File: config.mk
export PLATFORM = sky130hd
export DESIGN_NAME = dct_quant_rle
export DESIGN_NICKNAME = d
export VERILOG_FILES = /design/src/rtl/dct_quant_rle.sv
export SDC_FILE = /design/constraint.sdc
export NUM_CORES = 1
export LEC_CHECK = 0
export CAP_MARGIN = 5
export CORE_ASPECT_RATIO = 2
export CORE_MARGIN = 2
export CORE_UTILIZATION = 53
export CTS_BUF_LIST = sky130_fd_sc_hd__clkbuf_4 sky130_fd_sc_hd__clkbuf_8
export CTS_CLUSTER_DIAMETER = 40
export DETAILED_ROUTE_END_ITERATION = 8
export PLACE_DENSITY = 0.79
export SLEW_MARGIN = 20
export SYNTH_ARGS = -nofsm -noshare
export SYNTH_HDL_FRONTEND = slang
export SYNTH_SLANG_ARGS = --single-unit
File: constraint.sdc
create_clock -name clk -period 4.68 [get_ports clk]
set_clock_uncertainty 0.05 [all_clocks]
set_input_delay 1.404 -clock clk [delete_from_list [all_inputs] [get_ports clk]]
set_output_delay 1.404 -clock clk [all_outputs]
set_load 0.05 [all_outputs]
File: src/rtl/dct_quant_rle.sv
// dct_quant_rle: quantizes (dct1, dct2) coefficient pairs by an arithmetic right shift
// (rounding toward zero) and run-length encodes the result into (run, level) tokens,
// with zero-run-length (ZRL) and end-of-block (EOB) markers.
//
// Ports:
//   clk, rst         clock (rising edge), asynchronous active-high reset
//   in_valid/ready   input pair handshake; ready only while idle
//   dct1, dct2       signed coefficients, processed in that order
//   qshift           quantizer shift, captured with the pair
//   block_last       pair closes the current block (an EOB token follows)
//   out_valid/ready  registered token handshake
//   out_run          zeros preceding this level (MAX_RUN for ZRL)
//   out_level        signed quantized level (0 for ZRL/EOB)
//   out_eob          token is end-of-block
module dct_quant_rle #(
  parameter int DATA_W = 8,
  parameter int RUN_W  = 4
) (
  input  logic              clk,
  input  logic              rst,
  input  logic              in_valid,
  output logic              in_ready,
  input  logic [DATA_W-1:0] dct1,
  input  logic [DATA_W-1:0] dct2,
  input  logic [2:0]        qshift,
  input  logic              block_last,
  output logic              out_valid,
  input  logic              out_ready,
  output logic [RUN_W-1:0]  out_run,
  output logic [DATA_W-1:0] out_level,
  output logic              out_eob
);

  localparam logic [1:0] IDLE = 2'd0;
  localparam logic [1:0] C1   = 2'd1;
  localparam logic [1:0] C2   = 2'd2;
  localparam logic [1:0] EOB  = 2'd3;

  localparam logic [RUN_W-1:0] MAX_RUN = '1;

  logic [1:0]        state_q, state_d;
  logic [RUN_W-1:0]  run_q, run_d;
  logic [DATA_W-1:0] c1_q, c2_q;
  logic [2:0]        qs_q;
  logic              last_q;

  logic              valid_d, eob_d;
  logic [RUN_W-1:0]  orun_d;
  logic [DATA_W-1:0] olevel_d;

  logic [DATA_W-1:0] cur, q;
  logic              free, done;

  // Magnitude is taken one bit wider so the most negative input quantizes correctly.
  function automatic logic [DATA_W-1:0] quant(input logic [DATA_W-1:0] c,
                                              input logic [2:0] sh);
    logic [DATA_W:0] ext, mag, m;
    ext = {c[DATA_W-1], c};
    mag = c[DATA_W-1] ? (~ext + 1'b1) : ext;
    m   = mag >> sh;
    return c[DATA_W-1] ? DATA_W'(~m + 1'b1) : DATA_W'(m);
  endfunction

  assign in_ready = (state_q == IDLE);
  assign cur      = (state_q == C1) ? c1_q : c2_q;
  assign q        = quant(cur, qs_q);
  assign free     = !out_valid || out_ready;

  always_comb begin
    state_d  = state_q;
    run_d    = run_q;
    valid_d  = out_valid && !out_ready;
    orun_d   = out_run;
    olevel_d = out_level;
    eob_d    = out_eob;
    done     = 1'b0;
    case (state_q)
      IDLE: if (in_valid) state_d = C1;
      C1, C2: begin
        if (q != '0) begin
          if (free) begin
            valid_d  = 1'b1;
            orun_d   = run_q;
            olevel_d = q;
            eob_d    = 1'b0;
            run_d    = '0;
            done     = 1'b1;
          end
        end else if (run_q != MAX_RUN) begin
          // Zeros are absorbed into the run without touching the output.
          run_d = run_q + 1'b1;
          done  = 1'b1;
        end else if (free) begin
          valid_d  = 1'b1;
          orun_d   = MAX_RUN;
          olevel_d = '0;
          eob_d    = 1'b0;
          run_d    = '0;
          done     = 1'b1;
        end
        if (done) begin
          if (state_q == C1) state_d = C2;
          else               state_d = last_q ? EOB : IDLE;
        end
      end
      EOB: begin
        if (free) begin
          // Trailing zeros still in the run are discarded here.
          valid_d  = 1'b1;
          orun_d   = '0;
          olevel_d = '0;
          eob_d    = 1'b1;
          run_d    = '0;
          state_d  = IDLE;
        end
      end
      default: state_d = IDLE;
    endcase
  end

  always_ff @(posedge clk or posedge rst) begin
    if (rst) begin
      state_q   <= IDLE;
      run_q     <= '0;
      c1_q      <= '0;
      c2_q      <= '0;
      qs_q      <= '0;
      last_q    <= 1'b0;
      out_valid <= 1'b0;
      out_run   <= '0;
      out_level <= '0;
      out_eob   <= 1'b0;
    end else begin
      state_q   <= state_d;
      run_q     <= run_d;
      out_valid <= valid_d;
      out_run   <= orun_d;
      out_level <= olevel_d;
      out_eob   <= eob_d;
      if (in_valid && in_ready) begin
        c1_q   <= dct1;
        c2_q   <= dct2;
        qs_q   <= qshift;
        last_q <= block_last;
      end
    end
  end

endmodule

==> impl_metrics.py <==
metrics = {
    "floorplan": {
        "start_util_pct": 55.1,
        "num_io_pins": 39,
        "core_um2": 6010,
        "die_area_um2": 6930,
        "row_count": 40,
        "die_y_um": 116,
        "die_w_um": 59.9,
    },
    "sta": {
        "finalMaxSlewViolations": 0,
        "min_period_ps": 4630,
        "relSlewSlack_pct": 42.7,
        "fin_hold_ws_ps": 431,
        "setup_viol": 0,
        "period_share_pct": 98.9,
        "final.setup.worst_slack_ps": 53.5,
        "fmax_ghz": 0.216,
        "rsz0062_at_grt": "true",
        "hold_viol": 0,
        "worst_pin_slew_ps": 859,
    },
    "worst_setup_path": {
        "critPathMaxFanout": 5,
        "arrival_ps": 4760,
        "cp-end-kind": "flop",
        "critical_path_class": "flop to flop",
        "critPathLaunchType": "flop",
        "required_ps": 4820,
        "r2r_cells": 18,
    },
    "place": {
        "dp_slack_ps": -57.5,
        "portBuffers": 38,
        "gp_congestion": 0.900,
        "dpl_cell_area_um2": 3820,
        "hpwl_mm": 6.56,
    },
    "logic_synthesis": {
        "synth_nets": 374,
        "synth.area.top_cells": "dfrtp_1, mux2_2, nand2_1",
        "synthMuxAreaShare_pct": 12.0,
        "netlist.area_leader.share_pct": 30.3,
        "yosys.area_share.simple_pct": 21.1,
        "synth_xor_area_share_pct": 3.40,
        "synth_edf_count": 0,
        "async_reset_ff_share_pct": 100,
        "ys_seq_area_share_pct": 30.3,
        "syn_area_um2": 3310,
        "synth_top_area_cell": "dfrtp_1",
        "synth_cells": 344,
        "yosys_warnings": 0,
        "synth_commonest_cells": "dfrtp_1, nand2_1, mux2_2, nor2_1, a21oi_1",
        "synth_top_family_by_area": "compound AO/OA/AOI/OAI gates",
        "synth_compound_area_share_pct": 23.9,
        "syn_avg_cell_area_um2": 9.62,
        "synth-seq-cells": 40,
        "synth-main-ff-cell": "dfrtp_1",
        "yosys.cell_types.count": 82,
        "post-synth-top-count-cell": "dfrtp_1",
        "synthAdderAreaFrac_pct": 2.27,
    },
    "routing": {
        "dr_total_vias": 2945,
        "ant_nets": 0,
        "drc": 0,
        "first_pass_iters": 5,
        "highest-signal-layer": "met4",
        "totalWireLength_mm": 8.52,
        "wl_met2_mm": 5.00,
        "wl_met3_um": 213,
        "vias_per_cell": 6.46,
        "wl_met1_mm": 2.92,
        "drt-initial-drc-count": 110,
        "routedWlPerCell_um": 18.7,
    },
    "worst_hold_path": {
        "hp-class": "flop to flop",
        "min_path_cells": 1,
    },
    "cts": {
        "cts_tree": "done",
        "htree_levels": 2,
        "clkTransAtPathRegs_ps": 80,
        "worstSkewPairLatency_ps": 310,
        "cts_buffer_depth": 2,
        "cts.sinks": 40,
        "numCtsBuffers": 5,
        "ctsRootBufferMaster": "clkbuf_8",
        "hold_buffers": 0,
    },
    "global_route": {
        "antenna_found_initial": 0,
        "grt_pass1_wl_mm": 13.7,
        "grt_pass1_vias": 2945,
        "grt_overflow": 0,
        "grt_max_degree": 41,
        "grt_use_total_pct": 25.9,
    },
    "run": {
        "cap_violations": 0,
    },
    "layout": {
        "diodes": 0,
        "fillers": 462,
        "synthToLayoutAreaGrowth_pct": 23.3,
        "drive_above_1_share_pct": 30.0,
        "nets": 423,
        "finish.instance_area_um2": 4080,
    },
    "outcome": {
        "outcome": "finished, final reports clean",
    },
}
-- sequential cells by signal, summed over array words and instances (netlist names) --
signal and cells:
out_eob 1, state_q 2, out_run 4, last_q 1, qs_q 3, run_q 4
c2_q 8, c1_q 8, out_valid 1, out_level 8
-- worst paths after layout --
check | from | slack, ps | to
setup / recovery | state_q[1] | 50 | run_q[2]
hold / removal | out_level[0] | 430 | out_level[0]
setup reg to reg | state_q[1] | 50 | run_q[2]
hold reg to reg | out_level[0] | 430 | out_level[0]
max in group asynchronous | rst | 2740 | state_q[0]
min in group asynchronous | rst | 1480 | state_q[1]
-- logic make-up after synthesis --
kind of cell | Yosys count
AOI/OAI and AO/OA | 93
xor gates and xnor gates | 12
adders and majority gates | 6
buffers and inverters | 33
DFF | 40
muxes | 36
and+or+nand+nor | 124
-- metrics by stage --
stage               setup TNS [ps]  util [%]  instances
floorplan                    -64.7         -        344
global placement                 0      63.6        443
CTS                              0      65.6        452
finish                           0      67.9        456
global route                 -1070      67.9        456
detailed placement            -610      63.6        443
-- routing by layer --
| metal | vias up | GRT usage (%) |
|---|---|---|
| met5 | - | 0 |
| met4 | 0 | 14.5 |
| met3 | 32 | 3.46 |
| met2 | 81 | 50.4 |
| met1 | 1431 | 24.1 |
| li1 | 1401 | - |
-- critical path, stage by stage, from the launching register on --
cell	delay, ps
dfrtp_1	410
inv_2	80
ha_4	160
mux2i_2	240
ha_2	230
or3b_4	410
or4_1	460
nand3_2	130
buf_4	130
nand3_4	90
a31oi_1	240
a21oi_2	120
ha_4	290
nor2_2	110
and4bb_2	240
o31ai_2	80
or3_4	340
or4_1	470
a31o_1	230
-- cells in the final DEF (no fill, tap or decap), drive strengths merged, types with 5 or more instances in the layout --
cell type / instances
xnor2: 6
mux2: 23
o221ai: 6
a22o: 7
nor2b: 7
a31oi: 6
clkdlybuf4s50: 38
ha: 6
dfrtp: 40
a21oi: 15
xor2: 6
nand3: 6
clkbuf: 6
mux2i: 13
inv: 13
a211oi: 9
nor3: 13
nor2: 23
nand2: 34
o21ai: 8
buf: 24
nor4: 5
-- final cells by class --
cell class / count / area [um2] / area share, %
clock buffer: 6 / 76.3 / 1.87
clock inverter: 1 / 5.00 / 0.123
inverter: 13 / 48.8 / 1.20
multi-input combinational: 271 / 2300 / 56.5
sequential: 40 / 1000 / 24.6
tap: 63 / 78.8 / 1.93
timing repair buffer: 62 / 564 / 13.8
-- repair_timing --
action | in CTS | in global routing
resized for setup | 4 | 20
buffers inserted | 2 | 4
pin swaps | 5 | 7
endpoints found under the setup margin | 14 | 18
Power is not shown: default switching activity piles up to over one toggle a cycle in this logic, so the estimate is an artifact.
